`src/rtl/rotary_position_accumulator.sv`:
```
// rotary_position_accumulator
//   Turns the rotary decoder's one-cycle count/direction/error strobes into a
//   bounded position. It can either wrap or saturate at the bounds, and it
//   takes larger steps when same-direction detents arrive in quick succession.
//   It also provides a preload, a change strobe and a saturating decoder-error
//   counter.
//
// Ports
//   i_clk        clock; all state changes on the rising edge
//   i_rst        asynchronous active-high reset
//   i_cnt        one-cycle count pulse from the decoder
//   i_cnt_cw     direction of i_cnt (1 = clockwise / increment)
//   i_cnt_err    one-cycle decoder error strobe
//   i_load       synchronous preload request (highest priority)
//   iv_load_val  preload value, clamped into [POS_MIN, POS_MAX]
//   i_err_clr    synchronous clear of the error counter
//   ov_pos       current position
//   o_changed    one-cycle strobe when ov_pos took a different value
//   o_at_min     ov_pos == POS_MIN
//   o_at_max     ov_pos == POS_MAX
//   ov_err_cnt   saturating count of i_cnt_err strobes
module rotary_position_accumulator #(
  parameter int WIDTH        = 8,
  parameter int POS_MIN      = 0,
  parameter int POS_MAX      = 255,
  parameter int WRAP         = 1,
  parameter int ACCEL_WINDOW = 1000,
  parameter int ACCEL_RUN    = 2,
  parameter int ACCEL_STEP   = 4,
  parameter int ERR_WIDTH    = 8
) (
  input  logic                 i_clk,
  input  logic                 i_rst,
  input  logic                 i_cnt,
  input  logic                 i_cnt_cw,
  input  logic                 i_cnt_err,
  input  logic                 i_load,
  input  logic [WIDTH-1:0]     iv_load_val,
  input  logic                 i_err_clr,
  output logic [WIDTH-1:0]     ov_pos,
  output logic                 o_changed,
  output logic                 o_at_min,
  output logic                 o_at_max,
  output logic [ERR_WIDTH-1:0] ov_err_cnt
);

  localparam int TW = $clog2(ACCEL_WINDOW + 1);
  localparam int RW = $clog2(ACCEL_RUN + 1);
  localparam int XW = WIDTH + 2;

  localparam logic [TW-1:0]        WIN    = TW'(ACCEL_WINDOW);
  localparam logic [RW-1:0]        RUN_T  = RW'(ACCEL_RUN);
  localparam logic [WIDTH-1:0]     MIN_V  = WIDTH'(POS_MIN);
  localparam logic [WIDTH-1:0]     MAX_V  = WIDTH'(POS_MAX);
  localparam logic signed [XW-1:0] MIN_X  = XW'(POS_MIN);
  localparam logic signed [XW-1:0] MAX_X  = XW'(POS_MAX);
  localparam logic signed [XW-1:0] SPAN_X = XW'(POS_MAX - POS_MIN + 1);
  localparam logic signed [XW-1:0] ACC_X  = XW'(ACCEL_STEP);
  localparam logic signed [XW-1:0] ONE_X  = XW'(1);

  typedef enum logic [1:0] {IDLE, SLOW, FAST} state_t;

  state_t            state_q, state_d;
  logic [TW-1:0]     timer_q, timer_d;
  logic [RW-1:0]     run_q, run_d;
  logic              dir_q;
  logic              accept, quick, same_dir;
  logic signed [XW-1:0] step_x, pos_x, sum_x, new_x, ld_x, ldc_x;
  logic [WIDTH-1:0]  pos_d;

  // A count pulse only moves the position when neither a load nor an error claims the cycle.
  assign accept   = i_cnt & ~i_cnt_err & ~i_load;
  assign quick    = (timer_q < WIN);
  assign same_dir = (i_cnt_cw == dir_q);

  // State register
  always_ff @(posedge i_clk or posedge i_rst) begin
    if (i_rst) begin
      state_q <= IDLE;
      timer_q <= WIN;
      run_q   <= '0;
      dir_q   <= 1'b0;
    end else begin
      state_q <= state_d;
      timer_q <= timer_d;
      run_q   <= run_d;
      if (accept) dir_q <= i_cnt_cw;
    end
  end

  // Next-state logic
  always_comb begin
    state_d = state_q;
    timer_d = timer_q;
    run_d   = run_q;
    if (i_load) begin
      state_d = IDLE;
      timer_d = WIN;
      run_d   = '0;
    end else if (accept) begin
      timer_d = '0;
      case (state_q)
        SLOW: begin
          if (quick && same_dir) begin
            run_d = RW'(run_q + 1'b1);
            if (RW'(run_q + 1'b1) == RUN_T) state_d = FAST;
          end else begin
            run_d = '0;
          end
        end
        FAST: begin
          if (!(quick && same_dir)) begin
            state_d = SLOW;
            run_d   = '0;
          end
        end
        default: begin
          state_d = SLOW;
          run_d   = '0;
        end
      endcase
    end else begin
      if (timer_q < WIN) timer_d = TW'(timer_q + 1'b1);
      // Errors and expired windows both drop acceleration back to rest.
      if (i_cnt_err || (timer_d == WIN)) begin
        state_d = IDLE;
        run_d   = '0;
      end
    end
  end

  // Output decode: step size for the pulse seen this cycle
  always_comb begin
    step_x = ONE_X;
    if ((state_q == FAST) && quick && same_dir) step_x = ACC_X;
  end

  // Position arithmetic in two extra bits so neither add nor subtract can overflow
  always_comb begin
    pos_x = $signed({2'b00, ov_pos});
    sum_x = i_cnt_cw ? (pos_x + step_x) : (pos_x - step_x);
    new_x = sum_x;
    if (WRAP != 0) begin
      if (sum_x > MAX_X)      new_x = sum_x - SPAN_X;
      else if (sum_x < MIN_X) new_x = sum_x + SPAN_X;
    end else begin
      if (sum_x > MAX_X)      new_x = MAX_X;
      else if (sum_x < MIN_X) new_x = MIN_X;
    end

    ld_x  = $signed({2'b00, iv_load_val});
    ldc_x = ld_x;
    if (ld_x > MAX_X)      ldc_x = MAX_X;
    else if (ld_x < MIN_X) ldc_x = MIN_X;

    pos_d = ov_pos;
    if (i_load)      pos_d = WIDTH'(ldc_x);
    else if (accept) pos_d = WIDTH'(new_x);
  end

  always_ff @(posedge i_clk or posedge i_rst) begin
    if (i_rst) begin
      ov_pos     <= MIN_V;
      o_changed  <= 1'b0;
      ov_err_cnt <= '0;
    end else begin
      ov_pos    <= pos_d;
      o_changed <= (pos_d != ov_pos);
      if (i_err_clr)                       ov_err_cnt <= '0;
      else if (i_cnt_err && (ov_err_cnt != '1)) ov_err_cnt <= ov_err_cnt + 1'b1;
    end
  end

  assign o_at_min = (ov_pos == MIN_V);
  assign o_at_max = (ov_pos == MAX_V);

endmodule

```
`config.mk`:
```
export PLATFORM = sky130hd
export DESIGN_NAME = rotary_position_accumulator
export DESIGN_NICKNAME = d
export VERILOG_FILES = /design/src/rtl/rotary_position_accumulator.sv
export SDC_FILE = /design/constraint.sdc
export NUM_CORES = 1
export LEC_CHECK = 0
export BUFFER_PORTS_ARGS = -buffer_cell sky130_fd_sc_hd__buf_2
export CAP_MARGIN = 10
export CELL_PAD_IN_SITES_DETAIL_PLACEMENT = 0
export CELL_PAD_IN_SITES_GLOBAL_PLACEMENT = 2
export CORE_ASPECT_RATIO = 0.6
export CORE_UTILIZATION = 36
export CTS_BUF_LIST = sky130_fd_sc_hd__clkbuf_8
export CTS_CLUSTER_DIAMETER = 200
export DETAILED_ROUTE_END_ITERATION = 16
export GPL_ROUTABILITY_DRIVEN = 0
export PLACE_DENSITY = 0.83
export SKIP_CTS_REPAIR_TIMING = 1
export SLEW_MARGIN = 20
export SYNTH_ARGS = -nofsm -noshare
export SYNTH_HDL_FRONTEND = slang
export SYNTH_SLANG_ARGS = --single-unit
```
`constraint.sdc`:
```
create_clock -name i_clk -period 4.1 [get_ports i_clk]
set_input_delay 0.82 -clock i_clk [delete_from_list [all_inputs] [get_ports i_clk]]
set_output_delay 0.82 -clock i_clk [all_outputs]
set_load 0.1 [all_outputs]
```
Word level (Yosys, flattened, before mapping). Cells that the tools add are included.

Flip-flop bits (word level): 32. Bits of input ports: 15. Output and inout bits: 19. Logic and storage cells: 67.

$add $sub $neg: 7. $lt $le $gt $ge: 3. Equality and inequality tests: 11. Muxes and demuxes: 25. Bitwise gates (word level): 4. Reduce and logical (&&, ||, !) cells: 10.

Operators by type and width (count): two-way mux 10 bit (6); two-way mux 8 bit (6); two-way mux 2 bit (10); adder 8 x 1 -> 8 bit, second input constant (2); inequality test 4 bit, second input constant (3); adder 10 x 1 -> 10 bit, second input constant (1); adder 9 x 10 -> 10 bit (1); == test 10 bit, second input constant (1); > comparator 10 x 9 -> 1 bit, second input constant (1); less-than comparator 10 x 1 -> 1 bit, second input constant (1); less-than comparator 10 bit, second input constant (1); subtractor 9 x 10 -> 10 bit (1); == test 8 bit, second input constant (1); zero test 8 bit (1); inequality test 8 bit (1); inequality test 8 bit, second input constant (1); one-hot mux 2 bit (2 select lines) (2); subtractor 8 x 1 -> 8 bit, second input constant (1); == test 2 bit, second input constant (2); logical AND 1 bit (4); AND reduction 4 bit (1); two-way mux 3 bit (1); nonzero test 3 bit (1); adder 2 x 1 -> 2 bit, second input constant (1); other kinds (7) (9).

Logic depth before layout (Yosys ltp). Gate-level depths: netlist (run 1).

Depth in word-level cells: 12. Depth in mapped cells: 12. Gate-level depth less buffers: 10.

Least setup slack after synthesis (run 1). OpenSTA, ideal clock, no wires.

Path kind: input-to-reg. From: input i_cnt_cw. To: register o_changed. Setup time: 0.124 ns. Data arrival time: 2.993 ns. Data required time: 3.976 ns. Slack: 0.983 ns. Stages: 10. Buffers on the path: 1. Cells stage by stage: clkbuf_1 xnor2_1 nand3_1 ha_1 ha_1 nor2b_1 o211a_1 o21a_1 o32a_1 a211o_1.

Longest elaborated chain between the ends: 11. Elaborated cells on any way between the ends: 15. Those cells by class: add/sub (4); order compare (2); eq/ne (2); mux (6); reduce/logical (1).

Ends and longest elaborated chain: start, declared (RTL line 35) `input logic i_cnt_cw,`; == test 1 bit (RTL line 74) `assign same_dir = (i_cnt_cw == dir_q);`; logical AND 1 bit (RTL line 135) `if ((state_q == FAST) && quick && same_dir) step_x = ACC_X;`; two-way mux 3 bit (RTL line 135); subtractor 9 x 10 -> 10 bit / adder 9 x 10 -> 10 bit (equally long branches) (RTL line 141) `sum_x = i_cnt_cw ? (pos_x + step_x) : (pos_x - step_x);`; two-way mux 10 bit (*) (RTL line 141); adder 8 x 1 -> 8 bit / less-than comparator 10 x 1 -> 1 bit (equally long branches); two-way mux 8 bit (RTL line 145) `else if (sum_x < MIN_X) new_x = sum_x + SPAN_X;`; two-way mux 8 bit (*) (RTL line 144) `if (sum_x > MAX_X) new_x = sum_x - SPAN_X;`; two-way mux 8 bit (*) (RTL line 158) `else if (accept) pos_d = WIDTH'(new_x);`; two-way mux 8 bit (*) (RTL line 157) `if (i_load) pos_d = WIDTH'(ldc_x);`; inequality test 8 bit (*) (RTL line 168) `o_changed <= (pos_d != ov_pos);`; end signal, assigned (RTL line 168); end, declared (RTL line 41) `output logic o_changed,`.

Every way passes the cells marked *; elsewhere a longest branch is shown, timed or not. A chain may end at the register's enable or synchronous reset.

Final worst setup path (run 1).
From: register timer_q[4]. To: register ov_pos[6].

Longest elaborated chain between the ends: 11. Elaborated cells on any way between the ends: 15. Those cells by class: add/sub (4); order compare (3); mux (6); reduce/logical (2).

Ends and longest elaborated chain: start, declared (RTL line 64) `logic [TW-1:0] timer_q, timer_d;`; start signal, assigned (RTL line 85) `timer_q <= timer_d;`; less-than comparator 10 bit (*) (RTL line 73) `assign quick = (timer_q < WIN);`; logical AND 1 bit (*) (2 in series) (RTL line 135); two-way mux 3 bit (*) (RTL line 135); subtractor 9 x 10 -> 10 bit / adder 9 x 10 -> 10 bit (equally long branches) (RTL line 141); two-way mux 10 bit (*) (RTL line 141); adder 8 x 1 -> 8 bit / less-than comparator 10 x 1 -> 1 bit (equally long branches); two-way mux 8 bit (RTL line 145); two-way mux 8 bit (*) (RTL line 144); two-way mux 8 bit (*) (RTL line 158); two-way mux 8 bit (*) (RTL line 157); via pos_d[6] (RTL line 69) `logic [WIDTH-1:0] pos_d;`; end signal, assigned (RTL line 167) `ov_pos <= pos_d;`; end, declared (RTL line 40) `output logic [WIDTH-1:0] ov_pos,`.

Mark *: on every way through the listed nets, which the timed path passes. The rest lies on a longest branch.

==> impl_results.md, run 1 <==
* Status: complete, no violations
* CP startpoint: timer_q[4]
* CP Cell Sequence: o21ai_1, or2_1, nand3_1, ha_1, a2111oi_0, o221ai_1, xnor2_1, mux2_2
* Skew final at 4.98 ps
* Buf+Inv Stages, Crit Path at 0
* Post-synthesis cell count at 264
* CTS H-tree lvls at 2
* Maximum vdd drop at 0.161 mV
* Total grt overflow at 0
* Pwr dens at 385 nW/um2
* CTS Buf Count at 5
* CTS sink count at 32
* Synth top cells by count: dfrtp_1 (26), nand2_1 (21), xnor2_1 (21), nor2_1 (18), o21ai_0 (17)
* GRT Total Usage at 0.184
* Synth Cell Area at 2330 um2
* HP Class: reg -> reg
* Avg Cell Area, Syn at 8.81 um2
* Routed vias at 1,968
* Vias in the first global route at 1,908
* Crit start category: flip-flop
* R2r worst-path depth at 8
* Die X at 106 um
* Max cap viols at 0
* CP required at 4280 ps
* CP max stage delay at 590 ps
* Initial antenna violation count at 0
* Final count of negative-setup-slack endpoints at 0
* First-pass GRT wire length at 9630 um
* Slew HR at 0.598
* Post-synthesis sequential area ratio at 0.347
* TritonCTS clock tree: built
* Vias per cell at 5.23
* Post-DP HPWL at 4260 um
* DRC at 0
* Fin crit share at 0.782
* Met3 GRT Util at 0.0449
* Ys flop type: dfrtp_1
* Critical path capture point type: flip-flop
* Wirelength, routed at 5620 um
* Flop2flop setup slack at 890 ps
* RR Endpoint: ov_pos[6]
* 1st-pass router iterations at 4
* Ant. Diodes at 0
* Worst-path clk slew at 70 ps
* Post-synthesis cell type with the largest combined area: dfrtp_1
* WP data arrival at 3380 ps
* Final Max Tran Viols at 0
* Critical path peak fanout at 9
* Hold Path Sink: dir_q
* Gr busiest metal: met1
* EDFF count, synth at 0
* CTS root buf: clkbuf_8
* Syn Nets at 288
* Largest net degree at the start of global routing at 33
* Clk Latency, worst-skew pair at 290 ps
* Share of Yosys cell area claimed by the top area cell type at 0.280
* Most frequent cell after synthesis: dfrtp_1
* Final hold violations at 0
* Final net count at 315
* Clock Tree Buf Depth at 2
* Crit path max-delay cell type: a2111oi_0
* Final hold slack at 554 ps
* FFs w/ async S/R, synth at 1.00
* Full die area at 6800 um2
* Yosys warnings at 0
* Final Power at 1.03 mW
* Layout cell share with drive strength beyond 1 at 0.199
* Initial DRC Count at 71
* Drt wl/cell at 15.0 um
* RSZ-0062 raised after global routing: no
* Seq cells post-synth at 32
* Max Fclk at 0.312 GHz
* Largest cells by area after synthesis: dfrtp_1 (28%), xnor2_1 (7.9%), dfstp_2 (6.8%)
* Worst path top cell family by delay: compound AO/OA/AOI/OAI gates
* Ports at 34
* HP Start: dir_q
* Sum Neg Setup Slack at 0 ps
* Core Area at 6170 um2
* Crit Reg-Reg Startpoint: timer_q[4]
* Hold depth at 1
* Fin crit period at 3210 ps
* Post-synthesis cell type count at 56
* M2 GR Usage at 0.229
* Starting density of the core at 0.377
* P_leak at 1.18 nW
* Port Buffer Count at 33
* Kind of critical path: reg -> reg
* Grt met1 use at 0.293
* # rows at 22
* Die Y at 64.3 um
* Least-Margin Pin Slew at 588 ps
* Remaining antenna violation count at 0
* Area delta synth->final at 14.8%
[metal layers]
layer	vias up	part of all wire
met1	919	0.59
met4	0	0.014
met5	-	0
met2	49	0.34
li1	992	-
met3	8	0.058
[layout make-up]
type,count,area (um2)
clock buffer,7,96.3
fill,633,3490
tap,84,105
sequential,32,808
clock inverter,1,30.0
inverter,11,41.3
multi-input combinational,206,1410
timing repair buffer,35,180
[report_power, final]
part | internal, mW | total [mW] | switching, mW
Combinational | 0.0947 | 0.298 | 0.203
Sequential | 0.344 | 0.387 | 0.0435
Clock | 0.215 | 0.342 | 0.128
Total | 0.653 | 1.03 | 0.375
[cells in the final DEF, fill, tap and decap left out, types with 6 or more instances in the layout]
cell and n:
dfrtp_1 26, nor2_1 18, clkbuf_8 7, dfstp_2 6, nand4_1 6, a21oi_1 16, nor3_1 6, nor2b_1 6
xnor2_1 21, nand2b_1 6, o21ai_0 17, ha_1 9, buf_2 33, xor2_1 10, nand3_1 7, nand2_1 21
inv_1 11
[flip-flops by register name (all words and copies together) (netlist names)]
signal / cells
o_changed: 1
run_q: 2
timer_q: 10
ov_pos: 8
state_q: 2
ov_err_cnt: 8
dir_q: 1
[kinds of logic after synthesis]
kind of cell,after synthesis,synth area share
simple gates,95,0.225
flops,32,0.347
xor+xnor,31,0.117
fa+ha+maj,9,0.0484
buf+inv,26,0.0463
compound gates,65,0.188
mux,6,0.0274
[worst max path at each step]
stage / endpoint / slack, ps / cells after the start
2_1_floorplan: o_changed / 980 / 10
3_3_place_gp: o_changed / 930 / 10
3_5_place_dp: ov_pos[6] / 830 / 8
4_1_cts: ov_pos[6] / 860 / 8
5_1_grt: ov_pos[6] / 600 / 8
6_report: ov_pos[6] / 890 / 8
[metrics by stage]
step                      instances   util  cell area (um2)  setup WS [ps]
after CTS                       376  0.433             2670            858
after global routing            376  0.433             2670            600
after floorplan                 264      -             2330            983
after detailed placement        368  0.413             2540            828
after global placement          368  0.413             2540            934
final                           376  0.433             2670            893
Power figures use the tool's default switching activity.
==> run 2, diff against run 1 <==
Clock period 4.1 ns to 3 ns, I/O delays scaled along.
==> run 2 against run 1 <==
Global-route usage decreased by 0.23 points. Count of clock-buffer cells in the layout down 1. Utilization up 0.16 points. Maximum frequency increased by 17%. Non-clock buffer count rose by 6. Worst setup slack worse by 640 ps. Clock power up 2%. Combinational power increased by 43%.
==> impl_results.md, run 2 (same netlist as run 1, synthesis figures left out) <==
* Vias in the first global route at 1,855
* CTS root buf: clkbuf_8
* Max reg flops at 10
* Fin crit period at 2750 ps
* Wirelength, routed at 5800 um
* Port Buffer Count at 33
* Starting density of the core at 0.377
* Status: complete, no violations
* Commonest non-fill, non-tap cells in the layout: buf_2 (33), dfrtp_1 (26), nand2_1 (21), xnor2_1 (21), nor2_1 (18)
* P_leak at 1.20 nW
* Die X at 106 um
* Final hold violations at 0
* CTS H-tree lvls at 2
* Final net count at 321
* Crit-path most repeated cell: ha_1
* Skew final at 4.36 ps
* Total grt overflow at 0
* Clk Latency, worst-skew pair at 290 ps
* Commonest non-fill, non-tap cell in the layout: buf_2
* Critical path capture point type: flip-flop
* First-pass GRT wire length at 9540 um
* Ports at 34
* Psw at 0.513 mW
* Layout cell share with drive strength beyond 1 at 0.208
* Drt wl/cell at 15.2 um
* Slew HR at 0.611
* Max cap viols at 0
* WP data arrival at 2920 ps
* Die Y at 64.3 um
* DRC at 0
* Kind of critical path: reg -> reg
* 1st-pass router iterations at 4
* Fill cells at 623
* Full die area at 6800 um2
* CTS Buf Count at 5
* Final count of negative-setup-slack endpoints at 0
* Biggest regs: timer_q x10, ov_err_cnt x8, ov_pos x8
* Routed vias at 2,012
* Initial DRC Count at 105
* GRT Total Usage at 0.182
* CTS sink count at 32
* # rows at 22
* Crit start category: flip-flop
* Crit path max-delay cell type: dfstp_2
* Sequential power share at 0.405
* Multi-input gate area at 1410 um2
* Final hold slack at 394 ps
* Least-Margin Pin Slew at 582 ps
* Final Max Tran Viols at 0
* Worst-path clk slew at 70 ps
* Part of the power in the clock network at 0.268
* Post-DP HPWL at 4230 um
* Fin crit share at 0.916
* Max Fclk at 0.364 GHz
* Remaining antenna violation count at 0
* Core Area at 6170 um2
* Critical path peak fanout at 7
* Largest net degree at the start of global routing at 33
* HP Class: in -> async
* Pwr dens at 487 nW/um2
* Largest Register: timer_q
* Maximum vdd drop at 0.191 mV
* Initial antenna violation count at 0
* Clock Tree Buf Depth at 2
* Combinational Power Share at 0.327
* TritonCTS clock tree: built
* Register area at 808 um2
* Sw Ratio at 0.393
* Vias per cell at 5.27
* CP max stage delay at 620 ps
* CP required at 3180 ps
* Internal at 0.792 mW
* Ant. Diodes at 0
* CP Cell Sequence: nand4_4, or2_1, nand3_1, ha_1, ha_1, inv_1, a2111oi_1, o221ai_1, xnor2_1, mux2_2
* Fin util at 0.435
* Area delta synth->final at 15.3%
-- run 2: changes by cell type in the layout (fill, tap and decap cells not counted) --
cell,previous run,this run
a2111oi_0,1,0
clkbuf_8,7,6
a2111oi_1,0,1
inv_1,11,13
buf_4,2,8
bufinv_16,1,0
-- run 2: area by class of cell --
cell class	instances	area share
multi-input combinational	206	0.526
tap	84	0.0392
timing repair buffer	41	0.0840
clock buffer	6	0.0308
sequential	32	0.301
clock inverter	2	0.00280
inverter	11	0.0154
-- run 2: per-layer routing --
layer	routed length, um	vias up	GRT usage
met5	0	-	0
met4	27	0	0.0521
met2	2090	65	0.226
li1	-	1004	-
met1	3270	941	0.290
met3	416	2	0.0500
-- run 2: final timing paths --
kind / from / endpoint / slack, ps / cells past startpoint
worst max-delay path: timer_q[7] / ov_pos[6] / 250 / 10
worst min-delay path: i_rst / run_q[0] / 390 / 3
worst max register to register: timer_q[7] / ov_pos[6] / 250 / 10
worst min register to register: dir_q / dir_q / 560 / 1
max in group asynchronous: i_rst / timer_q[7] / 2260 / 3
min in group i_clk: iv_load_val[3] / ov_pos[3] / 540 / 3
-- run 2: critical path: cells and delay by family, from the launching register on --
family / cells / cell delay, ps
buffers and inverters: 1 / 50
AOI/OAI and AO/OA: 2 / 660
and+or+nand+nor: 3 / 510
adders and majority gates: 2 / 370
DFF: 1 / 620
muxes: 1 / 260
xor gates and xnor gates: 1 / 180
-- run 2: power by group through the flow --
stage          Clock [mW]  Combinational, mW  Sequential [mW]
2_1_floorplan           0              0.225            0.632
3_3_place_gp            0              0.426            0.535
3_5_place_dp            0              0.424            0.534
4_1_cts             0.365              0.426            0.527
5_1_grt             0.380              0.465            0.537
6_report            0.350              0.427            0.528
-- run 2: per-stage QoR --
| step | total power, mW | instance area (um2) | std cells | setup slack [ps] | TNS (ps) |
|---|---|---|---|---|---|
| final | 1.31 | 2680 | 382 | 251 | 0 |
| after global routing | 1.38 | 2680 | 382 | -5.79 | -5.79 |
| after CTS | 1.32 | 2680 | 382 | 224 | 0 |
| after detailed placement | 0.958 | 2590 | 374 | 157 | 0 |
| after global placement | 0.961 | 2590 | 374 | 229 | 0 |
| after floorplan | 0.857 | 2330 | 264 | 103 | 0 |
==> run 3, diff against run 2 <==
--- a/config.mk
+++ b/config.mk
@@ -18,2 +18,3 @@
 export PLACE_DENSITY = 0.83
+export REMOVE_ABC_BUFFERS = 1
 export SKIP_CTS_REPAIR_TIMING = 1
==> constraint.sdc (replaced) <==
create_clock -name i_clk -period 3 [get_ports i_clk]
set_input_delay 0.15 -clock i_clk [delete_from_list [all_inputs] [get_ports i_clk]]
set_output_delay 0.15 -clock i_clk [all_outputs]
set_load 0.1 [all_outputs]
==> run 3 against run 2 <==
The flow now finishes with violations (hold timing). Clock power rose by 17%. Sequential cell count did not move. Sequential power barely moved. Worst hold slack got worse by 430 ps. Wire length fell by 3.7%. Die area did not move. Register-to-register slack improved by 30 ps. Highest routed layer unchanged.
==> impl_results.md, run 3 (same netlist as run 1, synthesis figures left out) <==
* WP data arrival at 2890 ps
* Sw Ratio at 0.373
* Critical path peak fanout at 9
* Largest net degree at the start of global routing at 30
* Max Fclk at 0.367 GHz
* Fin crit share at 0.907
* Routed vias at 1,961
* Psw at 0.505 mW
* Multi-input gate area at 1420 um2
* CTS Buf Count at 5
* Area delta synth->final at 15.3%
* Initial DRC Count at 127
* First-pass GRT wire length at 9520 um
* Total grt overflow at 0
* Grt met1 use at 0.293
* RSZ-0062 raised after global routing: no
* Final count of negative-setup-slack endpoints at 0
* Starting density of the core at 0.377
* Crit start category: flip-flop
* Status: finished, violations left
* DRC at 0
* HP Class: in -> async
* CTS H-tree lvls at 2
* Max cap viols at 0
* Max reg flops at 10
* CTS sink count at 32
* Register area at 808 um2
* Full die area at 6800 um2
* Initial antenna violation count at 0
* Vias in the first global route at 1,857
* Buf+Inv Stages, Crit Path at 0
* Worst-path clk slew at 70 ps
* Part of the power in the clock network at 0.302
* Vias per cell at 5.17
* # rows at 22
* Combinational Power Share at 0.308
* CP required at 3170 ps
* Final hold violations at 15
* Sequential power share at 0.389
* Sum Neg Setup Slack at 0 ps
* P_leak at 1.19 nW
* Remaining antenna violation count at 0
* Slew HR at 0.529
* Die X at 106 um
* Worst path top cell family by delay: compound AO/OA/AOI/OAI gates
* Ant. Diodes at 0
* Maximum vdd drop at 0.218 mV
* Layout cell share with drive strength beyond 1 at 0.207
* CP Cell Sequence: nand4_4, or2_1, nand3_1, ha_1, and3b_1, o21ai_0, a21oi_1, o32a_1, a211o_1
* CTS root buf: clkbuf_8
* Fill cells at 649
* Post-DP HPWL at 4180 um
* GRT Total Usage at 0.181
* Critical path capture point type: flip-flop
* Fin util at 0.435
* Met3 GRT Util at 0.0367
* Final Max Tran Viols at 0
* Biggest regs: timer_q x10, ov_err_cnt x8, ov_pos x8
* Final hold slack at -33.8 ps
* CP max stage delay at 610 ps
* Setup WS post-layout at 279 ps
* Clk Latency, worst-skew pair at 280 ps
* Gr busiest metal: met1
* Fin crit period at 2720 ps
* M2 GR Usage at 0.233
* Core Area at 6170 um2
* Pwr dens at 505 nW/um2
* Failing checks: hold timing
* Internal at 0.848 mW
* Ports at 34
* Clock Tree Buf Depth at 2
* Crit path max-delay cell type: dfstp_2
* Least-Margin Pin Slew at 706 ps
* Commonest non-fill, non-tap cell in the layout: buf_2
* 1st-pass router iterations at 4
* Wirelength, routed at 5590 um
* Commonest non-fill, non-tap cells in the layout: buf_2 (33), dfrtp_1 (26), nand2_1 (21), xnor2_1 (21), nor2_1 (18)
* Final Power at 1.35 mW
* Drt wl/cell at 14.7 um
* Kind of critical path: reg -> reg
* Place WS at 158 ps
* Final net count at 318
* Port Buffer Count at 33
* Largest Register: timer_q
* Skew final at 8.19 ps
* TritonCTS clock tree: built
* Die Y at 64.3 um
[run 3: worst reg2reg max path: stages (launching register included)]
cell and delay [ps]:
dfstp_2 610, nand4_4 170, or2_1 280, nand3_1 150, ha_1 250, and3b_1 210, o21ai_0 230, a21oi_1 140
o32a_1 300, a211o_1 260
[run 3: through the flow]
stage	hold WS [ps]	cell area (um2)	instances
2_1_floorplan	213	2260	249
3_3_place_gp	309	2570	371
3_5_place_dp	309	2570	371
4_1_cts	-6.59	2680	379
5_1_grt	23.1	2680	379
6_report	-33.8	2680	379
[run 3: power groups by stage]
stage	clock [mW]	combinational [mW]	sequential [mW]
after floorplan	0	0.200	0.640
after global placement	0	0.417	0.534
after detailed placement	0	0.414	0.534
after CTS	0.428	0.417	0.526
after global routing	0.447	0.454	0.534
final	0.409	0.417	0.527
[run 3: path summary, 6_finish.rpt]
check | to | slack [ps] | cells past startpoint | startpoint
min reg2reg | dir_q | 540 | 1 | dir_q
max reg2reg | o_changed | 280 | 9 | timer_q[7]
max in group asynchronous | timer_q[8] | 2270 | 3 | i_rst
max | o_changed | 280 | 9 | timer_q[7]
min in group i_clk | ov_pos[2] | 110 | 3 | iv_load_val[2]
min | run_q[1] | -30 | 2 | i_rst
[run 3: per-layer routing]
metal	vias to the layer above	routed length (um)	share of wire
met5	-	0	0
met4	0	47	0.0084
met3	4	257	0.046
met2	40	2030	0.36
met1	918	3260	0.58
li1	999	-	-
[run 3: cell type report]
type | instances | share of cell area
clock buffers | 5 | 0.0257
clock inverters | 3 | 0.0145
inverters | 11 | 0.0154
multi-input cells | 206 | 0.528
flip-flops and latches | 32 | 0.301
well taps | 84 | 0.0392
repair buffers | 38 | 0.0756
